$ cat src/rtl/probe_io_core.sv
// probe_io_core: bus-mapped probe block. Sits inline on a registered
// address/data bus, answers reads to its own window, and moves input and
// output probe values through buffers on a software-generated strobe.
module probe_io_core #(
   parameter int unsigned BASE_ADDR = 0,
   parameter int unsigned N_IN      = 4,
   parameter int unsigned N_OUT     = 5,
   parameter int unsigned W         = 1,
   parameter logic [31:0] OUT_INIT  = 32'd0
) (
   input  logic               clk,
   input  logic               rst,
   input  logic [15:0]        addr_i,
   input  logic [15:0]        data_i,
   input  logic               rw_i,
   input  logic               valid_i,
   output logic [15:0]        addr_o,
   output logic [15:0]        data_o,
   output logic               rw_o,
   output logic               valid_o,
   input  logic [N_IN*W-1:0]  in_probes,
   output logic [N_OUT*W-1:0] out_probes
);

   localparam int unsigned FOOT   = 2 + 2*N_IN + 2*N_OUT;
   localparam int unsigned OB     = 2 + 2*N_IN;
   localparam logic [W-1:0] INIT_W = OUT_INIT[W-1:0];

   logic                       strobe, strobe_q, rise;
   logic [15:0]                cnt;
   logic [N_IN-1:0][W-1:0]     in_buf;
   logic [N_OUT-1:0][W-1:0]    out_buf;
   logic [31:0]                ob_ext [N_OUT];
   logic [16:0]                off;
   logic                       owned, rd_en, wr_en;
   logic [15:0]                rd_word;

   // Offset into our window; bit 16 is the borrow, set when addr_i < BASE_ADDR,
   // so no address ever wraps into the window.
   assign off   = {1'b0, addr_i} - 17'(BASE_ADDR);
   assign owned = ~off[16] && (off < 17'(FOOT));
   assign rd_en = valid_i & ~rw_i & owned;
   assign wr_en = valid_i &  rw_i & owned;
   assign rise  = strobe & ~strobe_q;

   function automatic logic [15:0] word_sel(input logic [W-1:0] v, input logic hi);
      logic [31:0] x;
      x = 32'(v);
      return hi ? x[31:16] : x[15:0];
   endfunction

   // Read mux plus zero-extended copies of the output buffers for word merges.
   always_comb begin
      rd_word = '0;
      if (off == 17'd0) rd_word = {15'd0, strobe};
      if (off == 17'd1) rd_word = cnt;
      for (int i = 0; i < int'(N_IN); i++) begin
         if (off == 17'(2 + 2*i)) rd_word = word_sel(in_buf[i], 1'b0);
         if (off == 17'(3 + 2*i)) rd_word = word_sel(in_buf[i], 1'b1);
      end
      for (int j = 0; j < int'(N_OUT); j++) begin
         ob_ext[j] = 32'(out_buf[j]);
         if (off == 17'(OB + 2*j))     rd_word = ob_ext[j][15:0];
         if (off == 17'(OB + 2*j + 1)) rd_word = ob_ext[j][31:16];
      end
   end

   // One-cycle bus pipeline; owned reads substitute the register contents.
   always_ff @(posedge clk or posedge rst) begin
      if (rst) begin
         addr_o  <= '0;
         data_o  <= '0;
         rw_o    <= 1'b0;
         valid_o <= 1'b0;
      end else begin
         addr_o  <= addr_i;
         data_o  <= rd_en ? rd_word : data_i;
         rw_o    <= rw_i;
         valid_o <= valid_i;
      end
   end

   // Strobe register, its delayed copy for edge detection, and the rise counter.
   always_ff @(posedge clk or posedge rst) begin
      if (rst) begin
         strobe   <= 1'b0;
         strobe_q <= 1'b0;
         cnt      <= '0;
      end else begin
         strobe_q <= strobe;
         if (rise) cnt <= cnt + 16'd1;
         if (wr_en && off == 17'd0) strobe <= data_i[0];
      end
   end

   // Input buffers snapshot all probes together on a strobe rise.
   always_ff @(posedge clk or posedge rst) begin
      if (rst) in_buf <= '0;
      else if (rise) in_buf <= in_probes;
   end

   // Output buffers take bus writes; bits above W are dropped by the cast.
   always_ff @(posedge clk or posedge rst) begin
      if (rst) begin
         for (int j = 0; j < int'(N_OUT); j++) out_buf[j] <= INIT_W;
      end else if (wr_en) begin
         for (int j = 0; j < int'(N_OUT); j++) begin
            if (off == 17'(OB + 2*j))     out_buf[j] <= W'({ob_ext[j][31:16], data_i});
            if (off == 17'(OB + 2*j + 1)) out_buf[j] <= W'({data_i, ob_ext[j][15:0]});
         end
      end
   end

   // Output probes load from the buffers only on a rise; a same-edge buffer
   // write is not seen here because out_buf is sampled pre-edge.
   always_ff @(posedge clk or posedge rst) begin
      if (rst) out_probes <= {N_OUT{INIT_W}};
      else if (rise) out_probes <= out_buf;
   end

endmodule
$ cat config.mk
export PLATFORM = sky130hd
export DESIGN_NAME = probe_io_core
export DESIGN_NICKNAME = d
export VERILOG_FILES = /design/src/rtl/probe_io_core.sv
export SDC_FILE = /design/constraint.sdc
export NUM_CORES = 1
export LEC_CHECK = 0
export CAP_MARGIN = 10
export CORE_MARGIN = 2
export CORE_UTILIZATION = 46
export CTS_BUF_LIST = sky130_fd_sc_hd__clkbuf_2 sky130_fd_sc_hd__clkbuf_4 sky130_fd_sc_hd__clkbuf_8
export DETAILED_ROUTE_END_ITERATION = 10
export PLACE_DENSITY = 0.87
export SLEW_MARGIN = 40
export SYNTH_ARGS = -nofsm -noshare
export SYNTH_HDL_FRONTEND = slang
export SYNTH_SLANG_ARGS = --single-unit
$ cat constraint.sdc
create_clock -name clk -period 2.6 [get_ports clk]
set_input_delay 0.39 -clock clk [delete_from_list [all_inputs] [get_ports clk]]
set_output_delay 0.39 -clock clk [all_outputs]
set_load 0.01 [all_outputs]
==> impl_metrics.yaml, run 1 <==
status:
  outcome: "complete, no violations"
drt:
  via_per_inst: 5.16
  antenna_left: 0
  avgRoutedWirePerCell_um: 15.4
  drtIter0Drc: 139
  drc: 0
  drtPass1Iterations: 4
  routed_wl_mm: 5.48
  vias: 1843
final_layout:
  antenna_cells: 0
  layout-drive-gt1-share_pct: 18.2
  nFillCells: 379
  stdcell_area_um2: 3700
  syn2layout_area_growth_pct: 41.3
  nNetsFinal: 321
logic_synthesis:
  synth.distinct_cells: 40
  synth_top_area_share_pct: 63.0
  async_flop_share_pct: 100
  netlist_area_um2: 2620
  syn_inst: 194
  synth-edff-count: 0
  syn_avg_cell_area_um2: 13.5
  ys_seq_elements: 66
  synthTopCellsByCount: "66 x dfrtp_1, 17 x mux2_2, 14 x nand2_1"
  yosys-top-cells-area: "dfrtp_1 63%, mux2_2 7.3%, xnor2_1 3.3%"
  yosys_warnings: 0
  seq_area_frac_synth_pct: 63.0
  yosysMostFrequentCell: "dfrtp_1"
  synth_top_flop_cell: "dfrtp_1"
  syn-num-nets: 235
  synth_area_leader_cell: "dfrtp_1"
cts:
  post_cts_buffers: 0
  numCtsBuffers: 9
  clk_latency_ns: 0.33
  htree_levels: 3
  cts_root_buf: "clkbuf_8"
  clk_path_buf_depth: 2
  cts_tree: "built"
  ctsHoldBuffers: 0
  path_clk_slew_ns: 0.06
  cts_resized: 0
  clock_sinks: 66
setup_path:
  critPathArrivalTime_ns: 2.39
  reg2regPathDepth: 6
  worstPathMaxFanout: 18
  end_kind: "register"
  start_kind: "input pin"
  crit_type: "input pin to register"
  required_ns: 2.87
placement:
  port_buffers: 78
  place_area_um2: 3490
  gp_congestion: 0.865
  hpwlAfterDp_mm: 3.96
floorplanning:
  fp-row-count: 27
  die_h_um: 79.5
  ios: 79
  die_x_um: 79.5
  dieArea_um2: 6320
  start_util_pct: 47.6
  coreArea_um2: 5510
grt:
  antenna_found_initial: 0
  grt_max_degree: 67
  grt_use_total_pct: 19.0
  grt-ovfl-total: 0
  grt_pass1_vias: 1901
  grt_pass1_wl_mm: 9.02
sta:
  worst_slew_margin_rel_pct: 58.2
  finalCriticalPeriod_ns: 2.12
  setup_tns_ns: 0
  fin_worst_skew_ns: 0.00876
  hold_viol: 0
  fmaxAchievable_mhz: 471
  setup_viol: 0
  worst_pin_slew_ns: 0.622
  maxSlewViolCount: 0
  rsz0062_at_grt: "false"
  finalCritPeriodShare_pct: 81.7
pwr:
  power_density_nw_per_um2: 576
  p_leak_nw: 1.62
  ir_drop_uv: 308
run:
  max_cap_violations: 0
hold_path:
  min_path_cells: 0
  hold_path_class: "register to register"
-- per-layer routing --
metal / part of all wire [%] / vias to the layer above / track usage (%)
li1: - / 863 / -
met1: 44 / 898 / 23.8
met2: 48 / 64 / 29.5
met3: 5.4 / 18 / 4.98
met4: 3.5 / 0 / 11.7
met5: 0 / - / 0
-- kinds of logic after synthesis --
logic type,share of synthesized area (%)
AOI/OAI and AO/OA,7.26
xor gates and xnor gates,5.01
adders and majority gates,0.477
buffers and inverters,2.10
DFF,63.0
muxes,7.69
and+or+nand+nor,14.4
-- worst max-delay path: stages --
cell and delay [ns]:
clkdlybuf4s50_1 0.48, nor4_1 0.61, nand2_4 0.24, and4bb_4 0.50
a22o_2 0.18
-- flip-flops by register name, indices dropped and copies added, names as in the netlist --
register,count
cnt,16
addr_o,16
in_buf,4
out_probes,5
ob_ext,5
strobe,1
valid_o,1
strobe_q,1
rw_o,1
data_o,16
-- per-stage QoR --
stage	util (%)	worst slack, ns	std cells	power [mW]	hold WS, ns
floorplan	-	0.555	194	1.14	0.381
global placement	63.4	0.304	341	1.27	0.407
detailed placement	63.4	0.228	341	1.28	0.412
CTS	67.2	0.495	357	2.15	0.430
global route	67.2	0.413	357	2.22	0.443
finish	67.2	0.475	357	2.13	0.431
-- final cells by class --
type / instances / area (um^2) / share of cell area (%)
clock inverters: 2 / 35.0 / 0.946
inverters: 4 / 15.0 / 0.406
multi-input cells: 117 / 913 / 24.7
flip-flops and latches: 66 / 1650 / 44.6
well taps: 72 / 90.1 / 2.43
clock buffers: 14 / 174 / 4.70
repair buffers: 82 / 823 / 22.2
-- layout by cell type, fill, tap and decap left out, drive strengths merged, types with 5 or more instances in the layout --
cell,instances
mux2,17
nand3,6
xnor2,10
a22o,15
clkdlybuf4s50,78
xor2,5
nand2,15
nand4,6
dfrtp,66
clkbuf,14
nor2,11
-- worst paths after layout --
check                      startpoint         end  slack [ns]
max                              rw_i  data_o[12]        0.48
min                            strobe    strobe_q        0.43
max reg2reg                    strobe     cnt[15]        0.82
min reg2reg                    strobe    strobe_q        0.43
max in group asynchronous         rst   in_buf[1]        1.88
min in group asynchronous         rst   data_o[9]        0.46
-- power breakdown --
part	leakage [nW]	switching, mW	total, mW	internal, mW
Sequential	0.844	0.00707	1.06	1.05
Clock	0.111	0.349	0.875	0.526
Combinational	0.661	0.0783	0.196	0.118
Total	1.62	0.434	2.13	1.70
Power figures use the tool's default switching activity.
==> run 2, diff against run 1 <==
- clock period: 2.6 -> 2.01 ns (I/O delays scaled with it)
==> impl_metrics.yaml, run 2 (synthesis gave the netlist of run 1 again) <==
status:
  outcome: "complete, no violations"
cts:
  clk_path_buf_depth: 2
  cts_tree: "built"
  clock_sinks: 66
  htree_levels: 3
  numCtsBuffers: 9
  cts_root_buf: "clkbuf_8"
  ctsHoldBuffers: 0
  path_clk_slew_ns: 0.07
  clk_latency_ns: 0.33
floorplanning:
  start_util_pct: 47.6
  dieArea_um2: 6320
  ios: 79
  die_x_um: 79.5
  fp-row-count: 27
  die_h_um: 79.5
  coreArea_um2: 5510
setup_path:
  crit_buf_inv: 2
  critPathArrivalTime_ns: 2.13
  required_ns: 2.25
  cp_cell_sequence: "clkdlybuf4s50_1, or3_4, buf_4, nor4b_1, o2bb2ai_1, a221oi_1, o21ai_0"
  r2r_end: "cnt[15]"
  reg2regPathDepth: 5
  slowest_stage: "clkdlybuf4s50_1"
  crit_family: "simple AND/OR/NAND/NOR gates"
  crit_type: "input pin to register"
  r2r_slack_ns: 0.43
  cp_slowest_stage_delay_ns: 0.45
  end_kind: "register"
  rr_startpoint: "strobe"
  start_kind: "input pin"
  worstPathMaxFanout: 3
grt:
  antenna_found_initial: 0
  grt_max_degree: 51
  grt-ovfl-total: 0
  grt_pass1_vias: 1927
  grt_use_total_pct: 19.1
  grt_pass1_wl_mm: 9.09
hold_path:
  hold_path_class: "input pin to async pin"
pwr:
  power_density_nw_per_um2: 749
  ir_drop_uv: 423
  p_leak_nw: 1.68
  power_mw: 2.86
  combinationalPowerShare_pct: 9.4
  sw_frac_of_total_pct: 20.7
  power.switching_uw: 591
  p_seq_share_pct: 48.0
  p_int_mw: 2.27
  clock_power_share_pct: 42.6
final_layout:
  syn2layout_area_growth_pct: 45.5
  final_common_cell: "clkdlybuf4s50_1"
  layout-drive-gt1-share_pct: 21.9
  final_cell_mix: "78 x clkdlybuf4s50_1, 66 x dfrtp_1, 17 x mux2_2"
  nNetsFinal: 333
  stdcell_area_um2: 3810
  antenna_cells: 0
  top_regs: "addr_o: 16 flops, cnt: 16 flops, data_o: 16 flops"
drt:
  drtIter0Drc: 127
  avgRoutedWirePerCell_um: 15.8
  vias: 1875
  antenna_left: 0
  routed_wl_mm: 5.83
  drtPass1Iterations: 4
  via_per_inst: 5.08
  drc: 0
sta:
  fmaxAchievable_mhz: 530
  finalCritPeriodShare_pct: 93.9
  worst_pin_slew_ns: 0.377
  maxSlewViolCount: 0
  setup_viol: 0
  hold_viol: 0
  fin_worst_skew_ns: 0.00904
  worst_slew_margin_rel_pct: 74.6
  finalCriticalPeriod_ns: 1.89
  rsz0062_at_grt: "false"
placement:
  place_area_um2: 3580
  hpwlAfterDp_mm: 4.18
  port_buffers: 78
  gp_congestion: 0.853
run:
  max_cap_violations: 0
run 2: cell types whose count changed in the layout (fill, tap and decap cells not counted):
cell,previous run,this run
bufinv_16,1,2
clkinvlp_4,0,1
nor4_1,2,1
clkbuf_8,11,10
buf_4,3,15
clkinv_2,1,2
nor4_2,0,1
clkbuf_4,3,1
run 2: area by class of cell:
class | instances | area [um^2]
Clock inverter | 5 | 77.6
Inverter | 4 | 15.0
Fill cell | 367 | 1690
Tap cell | 72 | 90.1
Sequential cell | 66 | 1650
Clock buffer | 11 | 145
Multi-Input combinational cell | 117 | 920
Timing Repair Buffer | 94 | 913
run 2: per-stage QoR:
stage / setup WS, ns / TNS [ns] / instances / utilization (%) / hold WS, ns
after floorplan: 0.0537 / 0 / 194 / - / 0.333
after global placement: -0.118 / -1.66 / 353 / 65.1 / 0.396
after detailed placement: -0.184 / -2.08 / 353 / 65.1 / 0.413
after CTS: 0.0817 / 0 / 369 / 69.1 / 0.261
after global routing: 0.00577 / 0 / 369 / 69.2 / 0.301
final: 0.122 / 0 / 369 / 69.2 / 0.255
run 2: worst max-delay path by stage:
| stage | from | end | slack, ns | cells after the start |
|---|---|---|---|---|
| 6_report | addr_i[6] | data_o[0] | 0.12 | 7 |
| 5_1_grt | addr_i[5] | data_o[0] | 0.006 | 7 |
| 3_3_place_gp | addr_i[12] | ob_ext[128] | -0.12 | 6 |
| 3_5_place_dp | addr_i[12] | ob_ext[128] | -0.18 | 6 |
| 4_1_cts | addr_i[12] | ob_ext[128] | 0.08 | 6 |
| 2_1_floorplan | rst | addr_o[0] | 0.05 | 1 |
run 2: repair_timing:
action / CTS / global route
setup buffers: 0 / 0
resized for setup: 0 / 1
endpoints found under the setup margin: 0 / 1
run 2: power by group through the flow:
stage	Sequential (mW)	Clock (mW)	Combinational, mW
finish	1.37	1.22	0.268
global route	1.37	1.29	0.288
floorplan	1.42	0	0.0569
detailed placement	1.40	0	0.268
CTS	1.37	1.23	0.269
global placement	1.40	0	0.261
run 2: per-layer routing:
| layer | track usage (%) | part of all wire, % | wire, um | up-vias |
|---|---|---|---|---|
| met5 | 0 | 0 | 0 | - |
| met4 | 10.2 | 2.5 | 145 | 0 |
| met3 | 4.30 | 6.0 | 350 | 15 |
| met2 | 30.0 | 48 | 2830 | 79 |
| met1 | 24.5 | 43 | 2510 | 891 |
| li1 | - | - | - | 890 |
